==> config.mk <==
export PLATFORM = sky130hd
export DESIGN_NAME = fp_mul_pipe_flat
export DESIGN_NICKNAME = d
export VERILOG_FILES = /design/src/rtl/fp_mul_pipe_if.sv /design/src/rtl/fp_mul_pipe.sv /design/src/flat_wrapper.sv
export SDC_FILE = /design/constraint.sdc
export NUM_CORES = 1
export LEC_CHECK = 0
export ABC_AREA = 1
export CORE_UTILIZATION = 30
export DETAILED_ROUTE_END_ITERATION = 10
export HOLD_SLACK_MARGIN = 0.15
export SLEW_MARGIN = 25
export SYNTH_ARGS = -nofsm -noshare
export SYNTH_HDL_FRONTEND = slang
export SYNTH_SLANG_ARGS = --single-unit
==> constraint.sdc <==
create_clock -name clk -period 5.65 [get_ports clk]
set_input_delay 0.565 -clock clk [delete_from_list [all_inputs] [get_ports clk]]
set_output_delay 0.565 -clock clk [all_outputs]
set_load 0.01 [all_outputs]
==> src/rtl/fp_mul_pipe_if.sv <==
// Operand/result handshake bundle for fp_mul_pipe: valid/ready on both sides,
// word layout {sign, exponent, mantissa}.
interface fp_mul_pipe_if #(
    parameter int EXP_W = 8,
    parameter int MAN_W = 7
);
    localparam int W = 1 + EXP_W + MAN_W;

    logic         in_valid;
    logic         in_ready;
    logic [W-1:0] in_a;
    logic [W-1:0] in_b;
    logic         out_valid;
    logic         out_ready;
    logic [W-1:0] out_p;
    logic         out_ovf;
    logic         out_unf;
    logic         out_inv;

    modport master (
        output in_valid, in_a, in_b, out_ready,
        input  in_ready, out_valid, out_p, out_ovf, out_unf, out_inv
    );

    modport slave (
        input  in_valid, in_a, in_b, out_ready,
        output in_ready, out_valid, out_p, out_ovf, out_unf, out_inv
    );
endinterface

==> src/rtl/fp_mul_pipe.sv <==
// 3-stage pipelined floating-point multiplier (bfloat16 by default), global-stall handshake.
// Define FP_MUL_RNE_EN for round-to-nearest-even; otherwise results are truncated.
module fp_mul_pipe #(
    parameter int EXP_W = 8,
    parameter int MAN_W = 7
) (
    input  logic         clk,
    input  logic         rst_n,
    fp_mul_pipe_if.slave bus
);
    localparam int W    = 1 + EXP_W + MAN_W;
    localparam int EW   = EXP_W + 2;
    localparam int PW   = 2 * (MAN_W + 1);
    localparam int BIAS = (1 << (EXP_W - 1)) - 1;
    localparam logic [EXP_W-1:0]     EXP_ONES  = '1;
    localparam logic signed [EW-1:0] BIAS_S    = EW'(BIAS);
    localparam logic signed [EW-1:0] EXP_MAX_S = EW'((1 << EXP_W) - 1);
    localparam logic signed [EW-1:0] ZERO_S    = '0;
    localparam logic [W-1:0] QNAN = {1'b0, {EXP_W{1'b1}}, 1'b1, {(MAN_W-1){1'b0}}};

    // Stage 1: classified operands and biased exponent sum
    logic                 s1_valid_q, s1_valid_d;
    logic                 s1_sign_q, s1_sign_d;
    logic                 s1_nan_q, s1_nan_d, s1_inf_q, s1_inf_d, s1_zero_q, s1_zero_d, s1_inv_q, s1_inv_d;
    logic signed [EW-1:0] s1_exp_q, s1_exp_d;
    logic [MAN_W:0]       s1_ma_q, s1_ma_d, s1_mb_q, s1_mb_d;
    // Stage 2: full significand product
    logic                 s2_valid_q, s2_valid_d;
    logic                 s2_sign_q, s2_sign_d;
    logic                 s2_nan_q, s2_nan_d, s2_inf_q, s2_inf_d, s2_zero_q, s2_zero_d, s2_inv_q, s2_inv_d;
    logic signed [EW-1:0] s2_exp_q, s2_exp_d;
    logic [PW-1:0]        s2_prod_q, s2_prod_d;
    // Stage 3: packed result
    logic                 out_valid_q, out_valid_d;
    logic [W-1:0]         out_p_q, out_p_d;
    logic                 out_ovf_q, out_ovf_d, out_unf_q, out_unf_d, out_inv_q, out_inv_d;

    logic                 adv;
    logic                 sa, sb, a_nan, b_nan, a_inf, b_inf, a_zero, b_zero, inf_x_zero;
    logic [EXP_W-1:0]     ea, eb;
    logic [MAN_W-1:0]     ma, mb;
    logic                 prod_msb, rnd_inc, rnd_carry;
    logic [PW-1:0]        prod_n;
    logic [MAN_W-1:0]     man_t;
    logic [MAN_W:0]       man_r;
    logic signed [EW-1:0] exp_n, exp_r;
`ifndef FP_MUL_RNE_EN
    logic                 rnd_bits_unused;
`endif

    assign adv          = !out_valid_q || bus.out_ready;
    assign bus.in_ready = adv;
    assign bus.out_valid = out_valid_q;
    assign bus.out_p     = out_p_q;
    assign bus.out_ovf   = out_ovf_q;
    assign bus.out_unf   = out_unf_q;
    assign bus.out_inv   = out_inv_q;

    always_comb begin
        s1_valid_d = s1_valid_q; s1_sign_d = s1_sign_q; s1_nan_d = s1_nan_q; s1_inf_d = s1_inf_q;
        s1_zero_d = s1_zero_q; s1_inv_d = s1_inv_q; s1_exp_d = s1_exp_q; s1_ma_d = s1_ma_q; s1_mb_d = s1_mb_q;
        s2_valid_d = s2_valid_q; s2_sign_d = s2_sign_q; s2_nan_d = s2_nan_q; s2_inf_d = s2_inf_q;
        s2_zero_d = s2_zero_q; s2_inv_d = s2_inv_q; s2_exp_d = s2_exp_q; s2_prod_d = s2_prod_q;
        out_valid_d = out_valid_q; out_p_d = out_p_q;
        out_ovf_d = out_ovf_q; out_unf_d = out_unf_q; out_inv_d = out_inv_q;

        sa = bus.in_a[W-1]; ea = bus.in_a[W-2 -: EXP_W]; ma = bus.in_a[MAN_W-1:0];
        sb = bus.in_b[W-1]; eb = bus.in_b[W-2 -: EXP_W]; mb = bus.in_b[MAN_W-1:0];
        a_nan  = (ea == EXP_ONES) && (ma != '0);
        b_nan  = (eb == EXP_ONES) && (mb != '0);
        a_inf  = (ea == EXP_ONES) && (ma == '0);
        b_inf  = (eb == EXP_ONES) && (mb == '0);
        a_zero = (ea == '0);
        b_zero = (eb == '0);
        inf_x_zero = (a_inf && b_zero) || (b_inf && a_zero);

        // Normalise so the leading one sits at PW-1; guard lands at bit MAN_W.
        prod_msb = s2_prod_q[PW-1];
        prod_n   = prod_msb ? s2_prod_q : (s2_prod_q << 1);
        man_t    = prod_n[PW-2 -: MAN_W];
        exp_n    = s2_exp_q + $signed({{(EW-1){1'b0}}, prod_msb});
`ifdef FP_MUL_RNE_EN
        rnd_inc  = prod_n[MAN_W] && ((|prod_n[MAN_W-1:0]) || man_t[0]);
`else
        rnd_inc  = 1'b0;
        rnd_bits_unused = |prod_n[MAN_W:0];
`endif
        man_r     = {1'b0, man_t} + {{MAN_W{1'b0}}, rnd_inc};
        rnd_carry = man_r[MAN_W];
        exp_r     = exp_n + $signed({{(EW-1){1'b0}}, rnd_carry});

        if (adv) begin
            s1_valid_d = bus.in_valid;
            s1_sign_d  = sa ^ sb;
            s1_nan_d   = a_nan || b_nan || inf_x_zero;
            s1_inv_d   = inf_x_zero;
            s1_inf_d   = a_inf || b_inf;
            s1_zero_d  = a_zero || b_zero;
            s1_exp_d   = $signed({2'b00, ea}) + $signed({2'b00, eb}) - BIAS_S;
            s1_ma_d    = {1'b1, ma};
            s1_mb_d    = {1'b1, mb};

            s2_valid_d = s1_valid_q; s2_sign_d = s1_sign_q; s2_nan_d = s1_nan_q;
            s2_inf_d   = s1_inf_q;   s2_zero_d = s1_zero_q; s2_inv_d = s1_inv_q;
            s2_exp_d   = s1_exp_q;
            s2_prod_d  = PW'(s1_ma_q) * PW'(s1_mb_q);

            out_valid_d = s2_valid_q;
            out_ovf_d   = 1'b0;
            out_unf_d   = 1'b0;
            out_inv_d   = 1'b0;
            if (s2_nan_q) begin
                out_p_d   = QNAN;
                out_inv_d = s2_inv_q;
            end else if (s2_inf_q) begin
                out_p_d = {s2_sign_q, EXP_ONES, {MAN_W{1'b0}}};
            end else if (s2_zero_q) begin
                out_p_d = {s2_sign_q, {(W-1){1'b0}}};
            end else if (exp_r >= EXP_MAX_S) begin
                out_p_d   = {s2_sign_q, EXP_ONES, {MAN_W{1'b0}}};
                out_ovf_d = 1'b1;
            end else if (exp_r <= ZERO_S) begin
                out_p_d   = {s2_sign_q, {(W-1){1'b0}}};
                out_unf_d = 1'b1;
            end else begin
                out_p_d = {s2_sign_q, exp_r[EXP_W-1:0], man_r[MAN_W-1:0]};
            end
        end
    end

    always_ff @(posedge clk or negedge rst_n) begin
        if (!rst_n) begin
            s1_valid_q <= 1'b0; s1_sign_q <= 1'b0; s1_nan_q <= 1'b0; s1_inf_q <= 1'b0;
            s1_zero_q <= 1'b0; s1_inv_q <= 1'b0; s1_exp_q <= '0; s1_ma_q <= '0; s1_mb_q <= '0;
            s2_valid_q <= 1'b0; s2_sign_q <= 1'b0; s2_nan_q <= 1'b0; s2_inf_q <= 1'b0;
            s2_zero_q <= 1'b0; s2_inv_q <= 1'b0; s2_exp_q <= '0; s2_prod_q <= '0;
            out_valid_q <= 1'b0; out_p_q <= '0;
            out_ovf_q <= 1'b0; out_unf_q <= 1'b0; out_inv_q <= 1'b0;
        end else begin
            s1_valid_q <= s1_valid_d; s1_sign_q <= s1_sign_d; s1_nan_q <= s1_nan_d; s1_inf_q <= s1_inf_d;
            s1_zero_q <= s1_zero_d; s1_inv_q <= s1_inv_d; s1_exp_q <= s1_exp_d; s1_ma_q <= s1_ma_d; s1_mb_q <= s1_mb_d;
            s2_valid_q <= s2_valid_d; s2_sign_q <= s2_sign_d; s2_nan_q <= s2_nan_d; s2_inf_q <= s2_inf_d;
            s2_zero_q <= s2_zero_d; s2_inv_q <= s2_inv_d; s2_exp_q <= s2_exp_d; s2_prod_q <= s2_prod_d;
            out_valid_q <= out_valid_d; out_p_q <= out_p_d;
            out_ovf_q <= out_ovf_d; out_unf_q <= out_unf_d; out_inv_q <= out_inv_d;
        end
    end
endmodule
==> src/flat_wrapper.sv <==
// flat-port wrapper written by rule: the top's interface ports become plain ports
module fp_mul_pipe_flat 
#(
    parameter int EXP_W = 8,
    parameter int MAN_W = 7
)
  (clk, rst_n, bus_in_valid, bus_in_a, bus_in_b, bus_out_ready, bus_in_ready, bus_out_valid, bus_out_p, bus_out_ovf, bus_out_unf, bus_out_inv);
  fp_mul_pipe_if #(.EXP_W(EXP_W), .MAN_W(MAN_W)) bus_i ();
  input  logic clk;
  input  logic rst_n;
  input wire logic [$bits(bus_i.in_valid)-1:0] bus_in_valid;
  input wire logic [$bits(bus_i.in_a)-1:0] bus_in_a;
  input wire logic [$bits(bus_i.in_b)-1:0] bus_in_b;
  input wire logic [$bits(bus_i.out_ready)-1:0] bus_out_ready;
  output wire logic [$bits(bus_i.in_ready)-1:0] bus_in_ready;
  output wire logic [$bits(bus_i.out_valid)-1:0] bus_out_valid;
  output wire logic [$bits(bus_i.out_p)-1:0] bus_out_p;
  output wire logic [$bits(bus_i.out_ovf)-1:0] bus_out_ovf;
  output wire logic [$bits(bus_i.out_unf)-1:0] bus_out_unf;
  output wire logic [$bits(bus_i.out_inv)-1:0] bus_out_inv;
  assign bus_i.in_valid = bus_in_valid;
  assign bus_i.in_a = bus_in_a;
  assign bus_i.in_b = bus_in_b;
  assign bus_i.out_ready = bus_out_ready;
  assign bus_in_ready = bus_i.in_ready;
  assign bus_out_valid = bus_i.out_valid;
  assign bus_out_p = bus_i.out_p;
  assign bus_out_ovf = bus_i.out_ovf;
  assign bus_out_unf = bus_i.out_unf;
  assign bus_out_inv = bus_i.out_inv;
  fp_mul_pipe #(.EXP_W(EXP_W), .MAN_W(MAN_W)) u_core (.clk(clk), .rst_n(rst_n), .bus(bus_i));
endmodule
After elaboration in Yosys (flattened, before gate mapping):

Cells that the tools add are included.
Widths: inputs -> output; s select.

* flip-flop bits (word level): 84
* bits of input ports: 36
* output and inout port bits: 21
* logic and storage cells: 66

* add/sub/neg operators: 3
* multipliers: 1
* $lt $le $gt $ge: 2
* eq/ne operators: 2
* muxes and demuxes: 16
* bitwise gates (word level): 1
* reduce and logical (&&, ||, !) cells: 19

Operators by type and width (count)
* $mux 15: 5
* $eq 8x8->1 const B: 2
* $logic_not 8->1: 2
* $mul 8x8->16: 1
* $mux 16: 1
* $logic_not 7->1: 2
* $reduce_bool 7->1: 2
* $add 10x2->10: 1
* $ge 10x9->1 const B: 1
* $le 10x1->1 const B: 1
* $mux 1: 10
* $sub 10x8->10 const B: 1
* $add 8x8->9: 1
* $logic_and 1x1->1: 6
* $logic_or 1x1->1: 6
* $logic_not 1->1: 1
* $xor 1x1->1: 1

Logic depth before layout (Yosys ltp):

* word-level depth: 7
* depth in mapped cells: 22
* mapped depth without buffers: 21

Worst setup path after synthesis:

OpenSTA, ideal clock, no wires.

* path type: register to register
* start point: register u_core.s1_mb_q[7]
* end point: register u_core.s2_prod_q[14]
* library setup time: 0.118 ns
* data arrival time: 4.105 ns
* required time: 5.532 ns
* setup slack: 1.428 ns
* cell stages (with the launch flop): 19
* buffers on the path: 1
* clock period less this slack: 4.222 ns
* path through: dfrtp_1 -> clkbuf_1 -> nand2_1 -> fa_1 -> fa_1 -> inv_1 -> fa_1 -> inv_1 -> fa_1 -> inv_1 -> ha_1 -> nand2_1 -> nand2_1 -> a31oi_1 -> nor2_1 -> nor2_1 -> nand3_1 -> nand3_1 -> nand2_1

* cells in the longest elaborated chain, start to end: 1

RTL lines
* from (decl): line fp_mul_pipe.sv:26 `logic [MAN_W:0] s1_ma_q, s1_ma_d, s1_mb_q, s1_mb_d;`
* from (signal assigned): line fp_mul_pipe.sv:141 `s1_zero_q <= s1_zero_d; s1_inv_q <= s1_inv_d; s1_exp_q <= s1_exp_d; s1_ma_q <= s1_ma_d; s1_mb_q <= s1_mb_d;`
* $mul 8x8->16: line fp_mul_pipe.sv:106 `s2_prod_d = PW'(s1_ma_q) * PW'(s1_mb_q);`
* to (signal assigned): line fp_mul_pipe.sv:143 `s2_zero_q <= s2_zero_d; s2_inv_q <= s2_inv_d; s2_exp_q <= s2_exp_d; s2_prod_q <= s2_prod_d;`
* to (decl): line fp_mul_pipe.sv:32 `logic [PW-1:0] s2_prod_q, s2_prod_d;`

Every way passes these cells.
A chain may end at the register's enable or synchronous reset.

Worst setup path after layout:

Ends and elaborated chain as after synthesis.

==> results.md <==
Drt:
- The average routed wire per standard cell is between 10 and 15 microns.
- In the routed design, unresolved DRC markers number 0.
- The detailed router finished its first iteration with 270 violations.
- The total number of vias is 5111.
- The total routed wirelength is 13.1 mm.
- Once detail routing completed, the nets flagged for antenna violations numbered 0.
- The detailed-router iteration count before antenna repair is 4.
- The ratio of routed vias to standard cells is about 4.4.

Timing:
- Setup repair after global routing left no endpoint under its margin.
- At the pin with the least slew margin, the transition time is between 0.8 and 0.9 ns.
- The setup TNS after final layout is 0 ns.
- The post-route clock period utilization is 78.6%.
- Setup violations remaining at the end of the flow were counted as 0.
- The final-report hold violation count is 0.
- The clock period could shrink to 4.44 ns.
- Based on the critical path, the design can be clocked at up to about 230 MHz.
- The setup skew after layout is 0.00841 ns.
- The number of max-slew violations in the final report is 0.
- The tightest slew margin relative to the limit is roughly 44%.
- The worst-case setup margin in the final layout is 1.21 ns.

Placed design:
- The HPWL after detailed placement is 10.2 mm.
- The post-placement worst setup slack is around 1.2 ns.
- The number of buffers inserted by port buffering is 56.
- The congestion estimate from routability-driven global placement came to 0.818.

GRT:
- The pin count of the biggest net entering global routing is 77.
- The global-route usage over all layers is 13.4%.
- The first global-routing pass estimated 23.5 mm of wire.
- The initial antenna violation count is 0.
- The number of global-route vias before repair was 5106.
- For this run the aggregate overflow at the end of global routing stands at 0.

Power:
- The worst-case IR drop observed on VDD is around 0.00038 V.
- The areal power density over the cells is 650 mW/mm^2.
- The static leakage is between 3 and 4 nW.

Setup path:
- The element type at the critical path start is a register.
- STA puts the critical path data arrival time at 4.67 ns.
- The kind of cell with the highest combined delay along the critical path is adder cells.
- Traced cell by cell, the critical path runs through nand2_1 > fa_1 > fa_1 > inv_1 > fa_1 > inv_1 > fa_1 > inv_1 > ha_1 > nand2_1 > nand2_1 > a31oi_1 > nor2_1 > nor2_1 > nand3_1 > nand3_1 > nand2_1.
- The type of element capturing the critical path is a register.
- The number of cells on the worst reg-to-reg path is 17.
- The critical path is of the register to register type.
- Along the worst path, the maximum fanout reaches 16.
- The number of buffer and inverter stages on the critical path is 3.
- The stage delay of the slowest cell on the critical path is 0.70 ns.
- The startpoint of the most critical register-to-register path is u_core.s1_mb_q[7].
- The worst register-to-register path ends at u_core.s2_prod_q[14].
- On the critical path, the stage with the largest delay is an instance of dfrtp_1.
- The setup slack of the worst register-to-register path is 1.21 ns.
- STA puts the critical path data required time at 5.88 ns.

Clocking:
- The total setup buffers inserted after CTS is 0.
- The clock tree root buffer cell is clkbuf_16.
- The worst-case clock buffer depth is 2.
- The clock tree synthesis step divided the H-tree into 3 levels.
- The clock reaches the later pin of the worst-skew pair after ~0.34 ns.
- TritonCTS built the clock tree.
- After clock tree synthesis, the flow added hold-fix buffers numbering 0.
- Clock-pin slew was measured on the worst setup and hold paths at 0.06 ns.
- The number of gates given a new drive strength after cts is 0.
- The clock sink total is 76.
- Counting the buffers created by CTS gives 9.

Status:
- The flow ran to the end, and the final reports show no timing, DRC or antenna violations.

Layout:
- The number of fill cells is 2131.
- The fraction of final layout cells with drive strength greater than 1 is 5.30%.
- The area growth from synthesis to layout is 17.5%.
- The number of nets in the layout is between 900 and 1000.
- The repair_antennas step left the layout with diodes totalling 0.

Floorplanning:
- The horizontal extent of the die is around 150 microns.
- The effective utilization at floorplan is 30.7%.
- The core region is 0.0202 sq mm.
- Measured along the y axis, the die boundary spans between 100 and 150 microns.
- The top-level I/O count is 57.
- The number of cell rows is 52.
- The die covers 0.0213 sq mm.

Synthesis:
- The post-synthesis average cell area is 7.34 sq um.
- The total number of yosys warnings is 0.
- The share of synthesized area in the top cell type comes to between 30 and 40%.
- For this run, the register share of the synthesized area comes to 30.7%.
- The synthesized design contains 76 register bits.
- Counting every net in the synthesized netlist gives 961.
- The number of cells produced by synthesis is 845.
- After synthesis, the cell types taking the most area are dfrtp_1 (31%), nand2_1 (16%), fa_1 (12%).
- The total standard cell area after synthesis is 0.00620 sq mm.
- The count of different cell masters after synthesis is 41.
- The largest total area in the synthesized netlist belongs to dfrtp_1.

Run:
- The max-capacitance violation count is 0.

Worst hold path:
- The kind of path behind the tightest hold check is primary input to asynchronous set/reset pin.
[cell usage in the layout (no fill, tap or decap), drive strengths merged, types with 8 or more instances in the layout]
master	netlist	routed
a21oi	22	22
clkbuf	22	10
clkdlybuf4s50	0	55
dfrtp	76	76
fa	36	36
ha	44	44
inv	157	159
nand2	277	277
nand3	42	42
nand4	12	12
nor2	50	50
o21ai	49	49
xor2	8	8
[through the flow]
stage | std cells | total power, mW | area (sq um) | hold slack [ns] | util, %
after detailed placement | 1142 | 4.18 | 6990 | 0.433 | 34.5
after CTS | 1157 | 4.79 | 7290 | 0.420 | 36.0
after global routing | 1157 | 5.35 | 7290 | 0.309 | 36.0
after floorplan | 845 | 3.37 | 6200 | 0.269 | -
after global placement | 1142 | 4.14 | 6990 | 0.438 | 34.5
final | 1157 | 4.74 | 7290 | 0.255 | 36.0
[worst register-to-register path, delay by kind of cell (launching register included)]
family / cells / cell delay [ns]
fa+ha+maj: 5 / 2.47
compound gates: 1 / 0.26
flops: 1 / 0.70
buf+inv: 3 / 0.14
simple gates: 8 / 0.75
[Yosys cell counts, drive strengths merged]
cell type	number
fa	36
nand3	42
xnor2	4
and2	3
or4	1
clkbuf	22
buf	9
o21bai	2
dfrtp	76
nand3b	5
a2111oi	1
o21ai	49
clkinv	3
o31ai	1
xor2	8
nor3	5
nand4	12
mux2i	3
nand2	277
inv	157
a31oi	4
a211oi	1
or2	3
ha	44
nor4	5
nor2	50
a21oi	22
[worst max-delay path by stage]
| stage | startpoint | to | slack, ns | cells after the start |
|---|---|---|---|---|
| 2_1_floorplan | u_core.s1_mb_q[7] | u_core.s2_prod_q[14] | 1.43 | 18 |
| 3_3_place_gp | u_core.s1_mb_q[7] | u_core.s2_prod_q[14] | 1.31 | 17 |
| 3_5_place_dp | u_core.s1_mb_q[7] | u_core.s2_prod_q[14] | 1.23 | 17 |
| 4_1_cts | u_core.s1_mb_q[7] | u_core.s2_prod_q[14] | 1.22 | 17 |
| 5_1_grt | u_core.s1_mb_q[7] | u_core.s2_prod_q[15] | 0.89 | 15 |
| 6_report | u_core.s1_mb_q[7] | u_core.s2_prod_q[14] | 1.21 | 17 |
[registers in the layout, indices dropped and copies added, names as in the netlist, 7 cells and up]
name              flops
u_core.s2_prod_q      9
u_core.s1_mb_q        8
u_core.s1_exp_q      10
u_core.s2_exp_q      10
u_core.s1_ma_q        7
u_core.bus.out_p     16
[cell families (layout without fill, tap and decap cells)]
group / count (synthesis) / in the layout / share of synthesized area [%]
and+or+nand+nor: 403 / 403 / 27.7
buffers and inverters: 191 / 233 / 11.9
adders and majority gates: 80 / 80 / 20.5
AOI/OAI and AO/OA: 80 / 80 / 7.12
DFF: 76 / 76 / 30.7
xor gates and xnor gates: 12 / 12 / 1.69
muxes: 3 / 3 / 0.484
[layer usage]
metal	vias to the layer above	wire (microns)	global-route usage, %
met4	0	141	3.58
li1	2674	-	-
met5	-	0	0
met1	2351	6670	18.0
met3	14	362	2.26
met2	72	5960	22.2
[layout make-up]
cell class / count / area, sq um / share of cell area [%]
clock inverters: 5 / 60.1 / 0.824
multi-input cells: 578 / 3570 / 49.0
well taps: 270 / 338 / 4.63
repair buffers: 58 / 577 / 7.91
clock buffers: 10 / 239 / 3.28
inverters: 160 / 601 / 8.24
flip-flops and latches: 76 / 1900 / 26.1
[power breakdown]
part / switching, mW / total (mW) / internal [mW] / leakage (nW)
sequential: 0.189 / 0.945 / 0.756 / 0.929
combinational: 1.93 / 3.21 / 1.28 / 2.88
clock: 0.231 / 0.584 / 0.353 / 0.145
total: 2.35 / 4.74 / 2.39 / 3.95
Power figures use the tool's default switching activity.
